### config.mk
export PLATFORM = sky130hd
export DESIGN_NAME = mem_port_sched
export DESIGN_NICKNAME = d
export VERILOG_FILES = /design/src/rtl/lc3b_types.sv /design/src/rtl/register.sv /design/src/rtl/mem_port_sched.sv
export SDC_FILE = /design/constraint.sdc
export NUM_CORES = 1
export LEC_CHECK = 0
export ABC_AREA = 1
export CORE_ASPECT_RATIO = 1.1
export CORE_MARGIN = 3
export CORE_UTILIZATION = 35
export CTS_BUF_LIST = sky130_fd_sc_hd__clkbuf_8 sky130_fd_sc_hd__clkbuf_16
export CTS_CLUSTER_DIAMETER = 100
export DETAILED_ROUTE_END_ITERATION = 10
export RECOVER_POWER = 25
export SYNTH_ARGS = -nofsm -noshare
export SYNTH_HDL_FRONTEND = slang
export SYNTH_HIERARCHICAL = 1
export SYNTH_SLANG_ARGS = --single-unit
### constraint.sdc
create_clock -name clk -period 4.5 [get_ports clk]
set_clock_uncertainty 0.1 [all_clocks]
set_input_delay 1.35 -clock clk [delete_from_list [all_inputs] [get_ports clk]]
set_output_delay 1.35 -clock clk [all_outputs]
set_load 0.05 [all_outputs]
### src/rtl/lc3b_types.sv
// Shared LC-3b types: word and write-mask widths, plus the memory-port scheduler state.
package lc3b_types;

    typedef logic [15:0] lc3b_word;
    typedef logic [1:0]  lc3b_mem_wmask;

    typedef enum logic [1:0] {
        IDLE    = 2'd0,
        DATA    = 2'd1,
        FETCH   = 2'd2,
        ADVANCE = 2'd3
    } lc3b_sched_state;

endpackage

### src/rtl/register.sv
// Generic loadable register with asynchronous active-low clear.
module register #(
    parameter int unsigned width = 16
) (
    input  logic             clk,
    input  logic             rst_n,
    input  logic             load,
    input  logic [width-1:0] din,
    output logic [width-1:0] dout
);

    always_ff @(posedge clk or negedge rst_n) begin
        if (!rst_n) begin
            dout <= '0;
        end else if (load) begin
            dout <= din;
        end
    end

endmodule

### src/rtl/mem_port_sched.sv
// Single physical memory port shared by data and fetch stages: one data access (if any),
// then one instruction fetch, then a one-cycle pipeline advance pulse.
module mem_port_sched
    import lc3b_types::*;
(
    input  logic        clk,
    input  logic        reset_n,
    input  logic [15:0] if_address,
    output logic [15:0] if_rdata,
    input  logic        d_read,
    input  logic        d_write,
    input  logic [15:0] d_address,
    input  logic [15:0] d_wdata,
    input  logic [1:0]  d_byte_enable,
    output logic [15:0] d_rdata,
    output logic        mem_read,
    output logic        mem_write,
    output logic [15:0] mem_address,
    output logic [15:0] mem_wdata,
    output logic [1:0]  mem_byte_enable,
    input  logic [15:0] mem_rdata,
    input  logic        mem_resp,
    output logic        ld_regs,
    output logic [15:0] stall_count
);

    lc3b_sched_state state, next_state;
    lc3b_word        pc_q;
    lc3b_word        stall_q;
    logic            op_write_q;
    logic            load_i;
    logic            load_d;

    always_ff @(posedge clk or negedge reset_n) begin
        if (!reset_n) begin
            state <= IDLE;
        end else begin
            state <= next_state;
        end
    end

    always_comb begin
        next_state = state;
        mem_read   = 1'b0;
        mem_write  = 1'b0;
        ld_regs    = 1'b0;
        load_i     = 1'b0;
        load_d     = 1'b0;
        case (state)
            IDLE: begin
                next_state = (d_read | d_write) ? DATA : FETCH;
            end
            DATA: begin
                mem_write = op_write_q;
                mem_read  = ~op_write_q;
                if (mem_resp) begin
                    load_d     = ~op_write_q;
                    next_state = FETCH;
                end
            end
            FETCH: begin
                mem_read = 1'b1;
                if (mem_resp) begin
                    load_i     = 1'b1;
                    next_state = ADVANCE;
                end
            end
            ADVANCE: begin
                ld_regs    = 1'b1;
                next_state = IDLE;
            end
            default: next_state = IDLE;
        endcase
    end

    // Port address/data are loaded only at the edge that enters a driven state, so they
    // hold their last value through IDLE and ADVANCE and ignore late input changes.
    always_ff @(posedge clk or negedge reset_n) begin
        if (!reset_n) begin
            pc_q            <= '0;
            op_write_q      <= 1'b0;
            mem_address     <= '0;
            mem_wdata       <= '0;
            mem_byte_enable <= '0;
        end else if (state == IDLE) begin
            pc_q       <= if_address;
            op_write_q <= d_write;
            if (d_read | d_write) begin
                mem_address     <= d_address;
                mem_wdata       <= d_wdata;
                mem_byte_enable <= d_byte_enable;
            end else begin
                mem_address <= if_address;
            end
        end else if (state == DATA && mem_resp) begin
            mem_address <= pc_q;
        end
    end

    always_ff @(posedge clk or negedge reset_n) begin
        if (!reset_n) begin
            stall_q <= '0;
        end else if (!ld_regs && stall_q != '1) begin
            stall_q <= stall_q + 16'd1;
        end
    end

    assign stall_count = stall_q;

    register #(.width(16)) u_if_rdata (
        .clk   (clk),
        .rst_n (reset_n),
        .load  (load_i),
        .din   (mem_rdata),
        .dout  (if_rdata)
    );

    register #(.width(16)) u_d_rdata (
        .clk   (clk),
        .rst_n (reset_n),
        .load  (load_d),
        .din   (mem_rdata),
        .dout  (d_rdata)
    );

endmodule

# Yosys cells after proc, flatten, opt, wreduce, memory -nomap -nowiden
# Cells that the tools add are included.
[word_totals] reg_bits=101 output_inout_bits=85
[classes] eq_ne=6 n_bitwise=2 addsub=1 n_reduce_logical=7 mux=14
[ops] cell="$mux 16" count=3
[ops] cell="$add 16x1->16 const B" count=1
[ops] cell="$ne 16x16->1 const B" count=1
[ops] cell="$pmux 2 s4" count=1
[ops] cell="$mux 1" count=6
[ops] cell="$mux 2" count=3
[ops] cell="$eq 2x2->1 const B" count=2
[ops] cell="$ne 2x2->1 const B" count=2
[ops] cell="$reduce_and 2->1" count=2
[ops] cell="$eq 2x1->1 const B" count=1
[ops] cell="$logic_and 1x1->1" count=2
[ops] cell="$logic_not 2->1" count=1
[ops] cell="$pmux 1 s2" count=1
[ops] cell="$reduce_bool 2->1" count=1
[ops] cell="$logic_not 1->1" count=1
[ops] cell="$not 1->1" count=1
[ops] cell="$or 1x1->1" count=1

# Logic depth before layout (Yosys ltp)
# Gate-level depths: netlist of run 1.
[logic_depth] word_depth=4 ltp_mapped=9 ltp_nobuf=9

# Modules after synthesis
# The synthesis of run 1 kept the hierarchy.
[modules_own_cells] mod="mem_port_sched" n_inst=1 area_per_inst_um2=3355.7 cells_per_inst=419
[modules_own_cells] mod="register" n_inst=2 area_per_inst_um2=644.4 cells_per_inst=68

# Worst setup path before layout of run 1
# OpenSTA, ideal clock, no wires.
[synth_timing] path_kind="reg-to-output" from="reg state[0]" to="out mem_read" t_required_ns=3.050 t_arrival_ns=1.528 setup_slack_ns=1.522 stages_incl_launch_ff=5 path_buffers=0 cell_sequence="dfrtp_1 inv_1 ha_1 o21ai_0 a21oi_1"
[synth_between] elab_chain_len=2 word_cells_on_any_way=3
[synth_rtl] element="start: declaration" line="mem_port_sched.sv:27" text="lc3b_sched_state state, next_state;"
[synth_rtl] element="start signal: assignment" line="mem_port_sched.sv:38" text="state <= next_state;"
[synth_rtl] element="$eq 2x2->1 / $eq 2x1->1 (equally long branches)" line="mem_port_sched.sv:49" text="case (state)"
[synth_rtl] element="$pmux 1 s2 (*)" line="mem_port_sched.sv:49"
[synth_rtl] element="end: declaration" line="mem_port_sched.sv:16" text="output logic mem_read,"
# Mark *: on every way between the ends. The rest lies on a longest branch, timed or not.

# Final worst setup path of run 1
# Ends and elaborated chain as after synthesis.

==> reports/metrics.csv, run 1 <==
metric,value,unit
Yosys top cell by area,dfrtp_1,
# IOs,156,
overall routing resource usage,0.169,
PostCTS Resize Cnt,0,
Pwr per Cell Area,806,nW/µm²
mux contribution to synthesized area,0,
buffers added on ports,155,
"FF+latch count, synth",101,
H-tree depth,3,
vias per std cell,4.66,
grt ovf,0,
die area,14700,µm²
sequential share of the synthesized area,0.544,
HP Class,flip-flop to flip-flop,
DRC Markers,0,
total CTS buffers,9,
Slew Limit Fails,49,
hold buffer count at CTS,0,
XOR/XNOR Fraction of Synth Area,0.00754,
DRT iter0 DRCs,245,
DR vias,4056,
core area,12800,µm²
Filler cells,1241,
layout cell share with drive strength beyond 1,0.0618,
Post-synth EDFFs,0,
worst setup path category,flip-flop to primary output,
"wirelength, routed",12.0,mm
dominant cell by count in the synthesized netlist,nand2_1,
Compound-Gate Fraction of Synth Area,0.0520,
final cycle utilization of the critical path,0.807,
final setup fails,0,
crit path DAT,2180,ps
CP startpoint,state[0],
CTS max path bufs,2,
post-synth top area share,0.544,
number of global-route vias before repair,4040,
Util after Layout,0.510,
Synth Instances,555,
syn nets,631,
die extent in x,116,µm
RD Place Congestion,0.749,
Fmax achieved,275,MHz
initial antenna violation count,1,
Root Buffer,clkbuf_16,
worst vdd ir,412,µV
Initial Utilization,0.363,
Area Overhead vs Synth,40.6,%
row cnt,43,
Final Critical Period,3630,ps
routed length per instance,13.8,µm
mean post-synth cell area,8.37,µm²
CTS tree,built,
max_slew headroom,-0.795,
clock sinks,101,
# nets final,783,
post-synth cell types,30,
"Hold Vio Cnt, Final",0,
Synth warnings,6,
top post-synthesis cells by area,"dfrtp_1 (54%), nand2_1 (22%), nor2_1 (3.1%), o21ai_0 (2.6%), inv_1 (2.3%)",
worst hold slack,371,ps
P_leak,0.00310,µW
Post-Syn Area,4640,µm²
synth cell count leaders,"nand2_1 (267), dfrtp_1 (101), nor2_1 (38)",
Worst setup SP type,flip-flop,
ys flop type,dfrtp_1,
R2R setup slack,2130,ps
Async SR Flop Fraction,1.00,
R2R Path Start,state[0],
post-detail-place hpwl,8.81,mm
worst path required time,3050,ps
DRT antenna net count,0,
largest family of logic cells by synthesized area,simple AND/OR/NAND/NOR gates,
failing checks,"capacitance limit, slew limit",
Least-Margin Pin Slew,2690,ps
"CTS clk-pin slew, worst paths",60,ps
worst-path fanout max,3,
CP Capture Type,primary output,
first-pass GRT wire length,19.9,mm
Max Cap Violations,1,
outcome,"finished, violations left",
RSZ-0062 raised after global routing,false,
hold path startpoint,u_d_rdata/dout[1],
Clock Latency Late Sink,340,ps
drt first pass iters,4,
post-route setup TNS,0,ps
Post-Synth Adder-Cell Area,0.0135,
largest net degree at the start of global routing,54,
die height,127,µm
Synth Area in Simple Gates,0.317,
postcts setup bufs,0,
==> metrics by stage <==
stage	total power (µW)	setup slack (ps)	instances	cell area, µm²
after floorplan	3600	1520	555	4640
after global placement	4500	1290	853	6280
after detailed placement	4550	1220	853	6280
after CTS	5340	834	869	6570
after global routing	5620	468	870	6530
final	5260	867	870	6530
==> report_power, final <==
group	internal (µW)	switching [µW]	total [µW]
clock	430	343	773
sequential	1320	242	1560
combinational	928	2000	2930
==> cell type report <==
cell class / instances / area [µm²] / area share
Antenna cell: 1 / 2.50 / 0.000383
Clock buffer: 9 / 225 / 0.0345
Clock inverter: 7 / 67.6 / 0.0103
Inverter: 35 / 145 / 0.0222
Multi-Input combinational cell: 400 / 1770 / 0.271
Sequential cell: 101 / 2530 / 0.387
Tap cell: 157 / 196 / 0.0301
Timing Repair Buffer: 160 / 1600 / 0.244
==> kinds of logic (layout without fill, tap and decap cells) <==
group                      after synthesis  count (layout)
AOI/OAI and AO/OA                       43              43
xor gates and xnor gates                 4               4
adders and majority gates                5               5
buffers and inverters                   54             211
DFF                                    101             101
other                                    0               1
and+or+nand+nor                        348             348
==> layout by cell type, fill, tap and decap left out, types with 2 or more instances in the layout <==
cell type        count
nand2_1            268
clkdlybuf4s50_1    146
dfrtp_1            101
nor2_1              40
inv_1               31
o21ai_0             24
a31oi_1             15
nand2_2             13
nand3_1              9
nand4_1              9
clkbuf_16            9
dlygate4sd3_1        8
ha_1                 5
xnor2_1              4
buf_4                4
nor2_4               3
inv_6                3
inv_2                2
nand3b_1             2
==> layer usage <==
layer  global-route usage  vias up  wire length, µm
met3               0.0468        9              774
met5                    0        -                0
met2                0.272      113             5810
met4               0.0485        0              114
li1                     -     2033                -
met1                0.222     1901             5280
==> sequential cells by signal (all words and copies together), names as in the netlist <==
register	flops
mem_address	16
mem_wdata	16
pc_q	16
stall_count	16
u_d_rdata/dout	16
u_if_rdata/dout	16
mem_byte_enable	2
state	2
op_write_q	1
==> final timing paths <==
check                               endpoint  depth (start not counted)
max                                 mem_read                          5
min reg2reg                u_d_rdata/dout[1]                          2
max in group asynchronous     stall_count[5]                          1
min in group asynchronous       mem_wdata[3]                          1
min                        u_d_rdata/dout[1]                          2
max reg2reg                  mem_address[13]                          8
==> worst max-delay path, stage by stage, from the launching register on <==
cell and delay, ps:
dfrtp_1 380, inv_1 90, ha_1 300, o21ai_0 100, a21oi_1 130, clkdlybuf4s50_1 840
Power figures use the tool's default switching activity.
==> run 2: changes to the inputs <==
==> constraint.sdc (replaced) <==
create_clock -name clk -period 3.4 [get_ports clk]
set_clock_uncertainty 0.1 [all_clocks]
set_input_delay 1.02 -clock clk [delete_from_list [all_inputs] [get_ports clk]]
set_output_delay 1.02 -clock clk [all_outputs]
set_load 0.05 [all_outputs]
==> reports/metrics.csv, run 2 (synthesis gave the netlist of run 1 again) <==
metric,value,unit,change
most frequent cells in the layout,"nand2_1 (267), clkdlybuf4s50_1 (152), dfrtp_1 (101)",,
P_int,3530,µW,+32%
Final Instance Area,6570,µm²,+0.56%
Fmax achieved,306,MHz,
DR vias,4007,,-1.2%
buffers added on ports,155,,unchanged
Area Overhead vs Synth,41.4,%,
postcts setup bufs,0,,unchanged
vias per std cell,4.60,,-1.3%
Pwr per Cell Area,1060,nW/µm²,+31%
post-detail-place hpwl,8.51,mm,-3.4%
"CTS clk-pin slew, worst paths",70,ps,about the same
die height,127,µm,unchanged
crit path DAT,2150,ps,-30 ps
Place WS,482,ps,-739 ps
H-tree depth,3,,unchanged
Worst setup SP type,flip-flop,,
outcome,completed,,
worst setup path category,flip-flop to primary output,,
combinational share of power,0.562,,+0.005
die extent in x,116,µm,unchanged
row cnt,43,,unchanged
worst setup margin,127,ps,-739 ps
sw frac,0.493,,+0.00105
DRT antenna net count,0,,unchanged
CP Capture Type,primary output,,
max_slew headroom,0.138,,+0.934
die area,14700,µm²,unchanged
grt ovf,0,,unchanged
Slew Limit Fails,0,,-100%
HP Class,flip-flop to flip-flop,,
Clock Latency Late Sink,340,ps,about the same
"wirelength, routed",11.6,mm,-3.1%
Switch Pwr,3430,µW,+32%
final cycle utilization of the critical path,0.963,,
clock sinks,101,,unchanged
routed length per instance,13.3,µm,-3.2%
Filler cells,1247,,+0.48%
Area after DPL,6300,µm²,+0.24%
layout cell share with drive strength beyond 1,0.0714,,+0.00963
"Hold Vio Cnt, Final",0,,unchanged
P_leak,0.00314,µW,+1.2%
core area,12800,µm²,unchanged
post-route setup TNS,0,ps,unchanged
CTS max path bufs,2,,unchanged
largest net degree at the start of global routing,59,,+9.3%
# IOs,156,,unchanged
# diodes,0,,-1
worst hold slack,371,ps,+0.154 ps
hold buffer count at CTS,0,,unchanged
Sequential Power Share,0.296,,about the same
# nets final,785,,+0.26%
final setup fails,0,,unchanged
overall routing resource usage,0.161,,-0.00723
Root Buffer,clkbuf_16,,
worst vdd ir,678,µV,+65%
DRT iter0 DRCs,239,,-2.4%
RD Place Congestion,0.757,,+1.0%
Final Critical Period,3270,ps,
RSZ-0062 raised after global routing,false,,
initial antenna violation count,0,,-1
total CTS buffers,9,,unchanged
Max Cap Violations,0,,-1
worst-path fanout max,3,,unchanged
Least-Margin Pin Slew,1290,ps,-1400 ps
Clock power frac,0.141,,-0.006
"most common cell after layout, fill and taps aside",nand2_1,,
number of global-route vias before repair,3826,,-5.3%
PostCTS Resize Cnt,0,,unchanged
CTS tree,built,,
first-pass GRT wire length,19.1,mm,-4.4%
drt first pass iters,4,,unchanged
Initial Utilization,0.363,,unchanged
worst path required time,2280,ps,-770 ps
DRC Markers,0,,unchanged
run 2: changes by cell type in the layout (fill, tap and decap cells not counted), sizes merged:
cell	before	now
buf	5	7
clkinvlp	2	1
dlygate4sd3	8	2
clkbuf	10	12
diode	1	0
clkdlybuf4s50	146	152
bufinv	1	0
run 2: layout make-up:
type                            count  area (µm²)  share of cell area
Multi-Input combinational cell    400        1810               0.276
Inverter                           35         149              0.0227
Sequential cell                   101        2530               0.385
Clock buffer                       11         253              0.0385
Timing Repair Buffer              162        1600               0.243
Clock inverter                      5        33.8             0.00515
Tap cell                          157         196              0.0299
run 2: layer usage:
metal,track usage,up-vias,part of all wire
met5,0,-,0
met4,0.0416,0,0.010
met3,0.0472,9,0.065
met2,0.257,119,0.48
met1,0.215,1843,0.44
li1,-,2036,-
run 2: critical path: stages, from the launching register on:
cell             delay, ps
dfrtp_1                380
inv_1                   90
ha_1                   300
o21ai_0                 90
a21oi_1                130
clkdlybuf4s50_1        840
run 2: through the flow:
step / util / instances / total power, µW
3_3_place_gp: 0.492 / 855 / 5960
3_5_place_dp: 0.492 / 855 / 6020
6_report: 0.513 / 871 / 6950
4_1_cts: 0.514 / 871 / 7040
2_1_floorplan: - / 555 / 4770
5_1_grt: 0.513 / 871 / 7400
run 2: final timing paths:
check | to | cells past startpoint | slack (ps) | start
worst max-delay path | mem_read | 5 | 130 | state[0]
worst min-delay path | mem_wdata[8] | 2 | 370 | mem_wdata[8]
worst max register to register | mem_wdata[5] | 8 | 1070 | state[0]
worst min register to register | mem_wdata[8] | 2 | 370 | mem_wdata[8]
max in group asynchronous | stall_count[10] | 2 | 560 | reset_n
min in group asynchronous | mem_wdata[4] | 1 | 770 | reset_n
run 2: power groups by stage:
stage	clock, µW	sequential [µW]	combinational, µW
CTS	1020	2070	3950
global placement	0	2070	3890
floorplan	0	3470	1290
finish	982	2060	3910
detailed placement	0	2080	3950
global route	1070	2130	4200
